===== src/rtl/prog_ctr_fetch_if.sv =====
// Fetch-stage bus between the decoder/bench side and the program-counter sequencer.
// Ports (slave = sequencer side):
//   in : Start, Stall, Jump, BranchEn, Halt, Target[PC_W], Offset[OFF_W]
//   out: ProgCtr[PC_W], Fetch, Running, Done, InstrCount[CNT_W]
interface prog_ctr_fetch_if #(
   parameter int unsigned PC_W  = 10,
   parameter int unsigned OFF_W = 8,
   parameter int unsigned CNT_W = 16
) ();
   logic             Start;
   logic             Stall;
   logic             Jump;
   logic             BranchEn;
   logic             Halt;
   logic [PC_W-1:0]  Target;
   logic [OFF_W-1:0] Offset;
   logic [PC_W-1:0]  ProgCtr;
   logic             Fetch;
   logic             Running;
   logic             Done;
   logic [CNT_W-1:0] InstrCount;

   modport master (
      output Start, Stall, Jump, BranchEn, Halt, Target, Offset,
      input  ProgCtr, Fetch, Running, Done, InstrCount
   );

   modport slave (
      input  Start, Stall, Jump, BranchEn, Halt, Target, Offset,
      output ProgCtr, Fetch, Running, Done, InstrCount
   );
endinterface


===== src/rtl/prog_ctr_fetch.sv =====
// Fetch-stage program counter and IDLE/RUN/DONE run-control sequencer.
// Ports:
//   Clk   : single rising-edge clock
//   Reset : synchronous active-low reset
//   bus   : prog_ctr_fetch_if.slave (run control, decoder flags, PC and status out)
// ProgCtr, Running, Done and InstrCount are registered; Fetch is combinational.
module prog_ctr_fetch #(
   parameter int unsigned PC_W     = 10,
   parameter int unsigned OFF_W    = 8,
   parameter int unsigned CNT_W    = 16,
   parameter int unsigned RESET_PC = 0
) (
   input logic              Clk,
   input logic              Reset,
   prog_ctr_fetch_if.slave  bus
);
   localparam logic [1:0] ST_IDLE = 2'd0;
   localparam logic [1:0] ST_RUN  = 2'd1;
   localparam logic [1:0] ST_DONE = 2'd2;

   localparam logic [PC_W-1:0]  PC_START = PC_W'(RESET_PC);
   localparam logic [CNT_W-1:0] CNT_MAX  = '1;

   logic [1:0]       state, state_nxt;
   logic [PC_W-1:0]  pc_nxt;
   logic [CNT_W-1:0] cnt_nxt;
   logic [PC_W-1:0]  branch_pc;

   // Signed offset widened to PC_W; the add wraps modulo 2^PC_W.
   assign branch_pc = bus.ProgCtr + PC_W'($signed(bus.Offset));

   // Next-state / next-PC / next-count selection.
   always_comb begin
      state_nxt = state;
      pc_nxt    = bus.ProgCtr;
      cnt_nxt   = bus.InstrCount;
      case (state)
         ST_IDLE, ST_DONE: begin
            if (bus.Start) begin
               state_nxt = ST_RUN;
               pc_nxt    = PC_START;
               cnt_nxt   = '0;
            end
         end
         ST_RUN: begin
            if (!bus.Stall) begin
               // Halt cycle still retires, so the count steps before the PC choice.
               if (bus.InstrCount != CNT_MAX) begin
                  cnt_nxt = bus.InstrCount + CNT_W'(1);
               end
               if (bus.Halt) begin
                  state_nxt = ST_DONE;
               end else if (bus.Jump) begin
                  pc_nxt = bus.Target;
               end else if (bus.BranchEn) begin
                  pc_nxt = branch_pc;
               end else begin
                  pc_nxt = bus.ProgCtr + PC_W'(1);
               end
            end
         end
         default: begin
            state_nxt = ST_IDLE;
            pc_nxt    = PC_START;
            cnt_nxt   = '0;
         end
      endcase
   end

   // State and output registers; status flags registered from the next state.
   always_ff @(posedge Clk) begin
      if (!Reset) begin
         state          <= ST_IDLE;
         bus.ProgCtr    <= PC_START;
         bus.InstrCount <= '0;
         bus.Running    <= 1'b0;
         bus.Done       <= 1'b0;
      end else begin
         state          <= state_nxt;
         bus.ProgCtr    <= pc_nxt;
         bus.InstrCount <= cnt_nxt;
         bus.Running    <= (state_nxt == ST_RUN);
         bus.Done       <= (state_nxt == ST_DONE);
      end
   end

   assign bus.Fetch = bus.Running & ~bus.Stall;
endmodule


===== src/flat_wrapper.sv =====
// flat-port wrapper written by rule: the top's interface ports become plain ports
module prog_ctr_fetch_flat 
#(
   parameter int unsigned PC_W     = 10,
   parameter int unsigned OFF_W    = 8,
   parameter int unsigned CNT_W    = 16,
   parameter int unsigned RESET_PC = 0
)
  (Clk, Reset, bus_Start, bus_Stall, bus_Jump, bus_BranchEn, bus_Halt, bus_Target, bus_Offset, bus_ProgCtr, bus_Fetch, bus_Running, bus_Done, bus_InstrCount);
  prog_ctr_fetch_if #(.PC_W(PC_W), .OFF_W(OFF_W), .CNT_W(CNT_W)) bus_i ();
  input logic Clk;
  input logic Reset;
  input wire logic [$bits(bus_i.Start)-1:0] bus_Start;
  input wire logic [$bits(bus_i.Stall)-1:0] bus_Stall;
  input wire logic [$bits(bus_i.Jump)-1:0] bus_Jump;
  input wire logic [$bits(bus_i.BranchEn)-1:0] bus_BranchEn;
  input wire logic [$bits(bus_i.Halt)-1:0] bus_Halt;
  input wire logic [$bits(bus_i.Target)-1:0] bus_Target;
  input wire logic [$bits(bus_i.Offset)-1:0] bus_Offset;
  output wire logic [$bits(bus_i.ProgCtr)-1:0] bus_ProgCtr;
  output wire logic [$bits(bus_i.Fetch)-1:0] bus_Fetch;
  output wire logic [$bits(bus_i.Running)-1:0] bus_Running;
  output wire logic [$bits(bus_i.Done)-1:0] bus_Done;
  output wire logic [$bits(bus_i.InstrCount)-1:0] bus_InstrCount;
  assign bus_i.Start = bus_Start;
  assign bus_i.Stall = bus_Stall;
  assign bus_i.Jump = bus_Jump;
  assign bus_i.BranchEn = bus_BranchEn;
  assign bus_i.Halt = bus_Halt;
  assign bus_i.Target = bus_Target;
  assign bus_i.Offset = bus_Offset;
  assign bus_ProgCtr = bus_i.ProgCtr;
  assign bus_Fetch = bus_i.Fetch;
  assign bus_Running = bus_i.Running;
  assign bus_Done = bus_i.Done;
  assign bus_InstrCount = bus_i.InstrCount;
  prog_ctr_fetch #(.PC_W(PC_W), .OFF_W(OFF_W), .CNT_W(CNT_W), .RESET_PC(RESET_PC)) u_core (.Clk(Clk), .Reset(Reset), .bus(bus_i));
endmodule

===== config.mk =====
export PLATFORM = sky130hd
export DESIGN_NAME = prog_ctr_fetch_flat
export DESIGN_NICKNAME = d
export VERILOG_FILES = /design/src/rtl/prog_ctr_fetch_if.sv /design/src/rtl/prog_ctr_fetch.sv /design/src/flat_wrapper.sv
export SDC_FILE = /design/constraint.sdc
export NUM_CORES = 1
export LEC_CHECK = 0
export ABC_AREA = 1
export CAP_MARGIN = 30
export CORE_UTILIZATION = 45
export DETAILED_ROUTE_END_ITERATION = 16
export GPL_ROUTABILITY_DRIVEN = 0
export GPL_TIMING_DRIVEN = 0
export PLACE_DENSITY = 0.77
export SYNTH_ARGS = -nofsm -noshare
export SYNTH_HDL_FRONTEND = slang
export SYNTH_SLANG_ARGS = --single-unit

===== constraint.sdc =====
create_clock -name Clk -period 2.15 [get_ports Clk]
set_input_delay 0.645 -clock Clk [delete_from_list [all_inputs] [get_ports Clk]]
set_output_delay 0.645 -clock Clk [all_outputs]
set_load 0.01 [all_outputs]

==> results.toml <==
[run_status]
outcome = "completed"

[logic_synthesis]
synth_area_um2 = 2180
syn_inst = 347
synth_seq_cells = 30
synth-simple-area-share_pct = 40.8
yosysWarnings = 0
synth_cell_types = 30
synth_compound_area_share_pct = 10.8
synth_edf_count = 0
synth_xor_area_share_pct = 3.61
synth_area_per_cell_um2 = 6.30
ys_dominant_reg_cell = "dfxtp_1"
synth_adder_area_share_pct = 6.64
synth_most_common_cell = "nand2_1"
synth_top_family_by_area = "simple AND/OR/NAND/NOR gates"
yosys.area.top_type = "dfxtp_1"
yosys-mux-area-fraction_pct = 0
ys_seq_area_share_pct = 27.5
synthTopCellsByArea = "dfxtp_1 (27%), nand2_1 (16%), nor2_1 (8.4%)"
synth_common_cells = "nand2_1 (94), nor2_1 (49), inv_1 (44)"
synth_nets = 383
yosys.area.top_type_share_pct = 27.5
async_reset_ff_share_pct = 0

[grt]
grt_usage_pct = 23.4
antenna_found_initial = 0
grt_start_max_net_pins = 11
grt_pass1_vias = 2245
grt_pass1_wl_um = 9510
grt-ovfl-total = 0

[hold_path]
holdPathStages = 2
hp-start = "u_core.bus.ProgCtr[6]$_SDFFE_PN0P_"
min_to = "u_core.bus.ProgCtr[6]$_SDFFE_PN0P_"
hp-class = "reg2reg"

[layout]
antenna_cells = 0
utilization_pct = 66.8
finalNetCount = 443
multi_input_area_um2 = 1470
drive_gt1_share_pct = 14.7
areaGrowthSynthToFinish_pct = 37.8
final_cells = 460
n_fill_cell = 420
seq_area_um2 = 601

[placed_design]
place_hpwl_um = 4440
dpl.cell_count = 451
port_buffers = 52

[detailed_routing]
vias = 2366
routed_via_density = 5.14
drt_wl_total_um = 5860
drt-initial-drc-count = 99
wl_per_cell_um = 12.7
drc_errors = 0
antenna_left = 0
drtPass1Iterations = 4

[worst_setup_path]
cpMostUsedCell = "nand2_1"
critPathSlowestCell = "clkdlybuf4s50_1"
r2r_slack_ps = 320
critical_path.cell_chain = "clkdlybuf4s50_1, nand2_1, inv_1, ha_1, nand2_1, nor2_2, nand3_1, nand4_1, nand3_1, nand2_1, a21oi_1"
critPathMaxStageDelay_ps = 400
worstSetupPathType = "in2reg"
crit_path_start_kind = "input port"
r2r_start = "u_core.bus.InstrCount[0]$_SDFFE_PN0P_"
worstPathMaxFanout = 5
worstPathRequired_ps = 2300
reg2reg_to = "u_core.bus.InstrCount[14]$_SDFFE_PN0P_"
rr_worst_depth = 9
crit_path_end_kind = "flop"
cp.arrival_ps = 2220

[power]
leakage_nw = 1.27
pwr_density_cell_nw_per_um2 = 475
ir_worst_vdd_v = 0.000458

[clocking]
htree_levels = 2
cts_sinks = 30
cts.path.max_buffers = 2
clkTransAtPathRegs_ps = 60
cts_buffers = 5
cts_tree = "yes"
clk_latency_ps = 280
cts_root_buffer = "clkbuf_8"

[timing]
fmax_mhz = 482
slew_violations = 0
period_share_pct = 96.5
setup_tns_ps = 0
finalSetupViolCount = 0
timing_hold_violations_final = 0
fin_crit_ps = 2070
maxSlewHeadroom_pct = 64.0
tightestPinTransition_ps = 540
fin_skew_ps = 5.94
rsz0062_at_grt = "false"

[floorplanning]
die_h_um = 71.7
core_um2 = 4500
dieArea_um2 = 5140
dieWidth_um = 71.7
num_rows = 24
initial_utilization_pct = 48.5
pin_count = 54

[flow_run]
cap_violations = 0
flip-flops by register name (all words and copies together) (netlist names):
signal,count
u_core.bus.Done,1
u_core.bus.InstrCount,16
u_core.bus.ProgCtr,10
u_core.bus.Running,1
u_core.state,2
report_power, final:
part	total (mW)	switching [mW]	internal, mW
registers	0.589	0.0177	0.571
clock network	0.535	0.212	0.323
logic	0.305	0.163	0.142
total	1.43	0.393	1.04
cell type report:
type	count	area share, %
well taps	52	2.16
multi-input cells	263	48.8
clock buffers	8	3.66
repair buffers	53	17.7
plain buffers	7	1.79
inverters	47	5.94
flip-flops and latches	30	20.0
placed cells by master, fill, tap and decap left out, drive strengths merged, types with 2 or more instances in the layout:
master,instances
nand2,97
nor2,56
clkdlybuf4s50,49
inv,47
dfxtp,30
nand3,30
a21oi,29
clkbuf,10
ha,10
nand4,9
nor3,9
xor2,6
buf,6
o211ai,5
or2,4
xnor2,3
o21ai,3
dlymetal6s2s,2
cell families after synthesis:
kind of cell	count (synthesis)
and+or+nand+nor	205
buffers and inverters	54
AOI/OAI and AO/OA	38
DFF	30
adders and majority gates	11
xor gates and xnor gates	9
through the flow:
step / cell area (µm²) / setup WS [ps] / power, mW / hold WS, ps
CTS: 2880 / 0.208 / 1.42 / 500
floorplan: 2180 / 56.2 / 0.764 / 493
global route: 3010 / 11.3 / 1.50 / 510
finish: 3010 / 75.1 / 1.43 / 498
global placement: 2770 / -351 / 0.875 / 481
detailed placement: 2770 / -396 / 0.880 / 481
worst max-delay path by stage:
stage,endpoint,from,cells after the start
after global placement,u_core.bus.ProgCtr[8]$_SDFFE_PN0P_,bus_Offset[0],13
after detailed placement,u_core.bus.ProgCtr[8]$_SDFFE_PN0P_,bus_Offset[0],13
after floorplan,u_core.bus.ProgCtr[6]$_SDFFE_PN0P_,bus_BranchEn,12
after global routing,u_core.bus.ProgCtr[9]$_SDFFE_PN0P_,bus_Offset[6],11
final,u_core.bus.ProgCtr[9]$_SDFFE_PN0P_,bus_Offset[6],11
after CTS,u_core.bus.ProgCtr[8]$_SDFFE_PN0P_,bus_Offset[0],13
what timing repair did:
| action | in CTS | in global routing |
|---|---|---|
| endpoints found under the setup margin | 4 | 11 |
| hold endpoints to repair | 0 | 0 |
| gates resized for setup | 3 | 25 |
| setup buffers | 0 | 1 |
| pin swaps | 1 | 6 |
| hold buffers | 0 | 0 |
critical path: cells and delay by family:
family,cells,cell delay [ps]
adder cells (fa/ha/maj),1,350
buffers and inverters,2,440
AO/OA/AOI/OAI,1,50
AND/OR/NAND/NOR,7,730
layer usage:
metal / track usage [%] / up-vias / share of wire, %
met5: 0 / - / 0
met4: 8.06 / 0 / 1.4
met3: 4.64 / 7 / 5.4
met2: 41.8 / 76 / 48
met1: 27.8 / 1054 / 45
li1: - / 1229 / -
No activity file was read; power rests on OpenSTA's default activity.
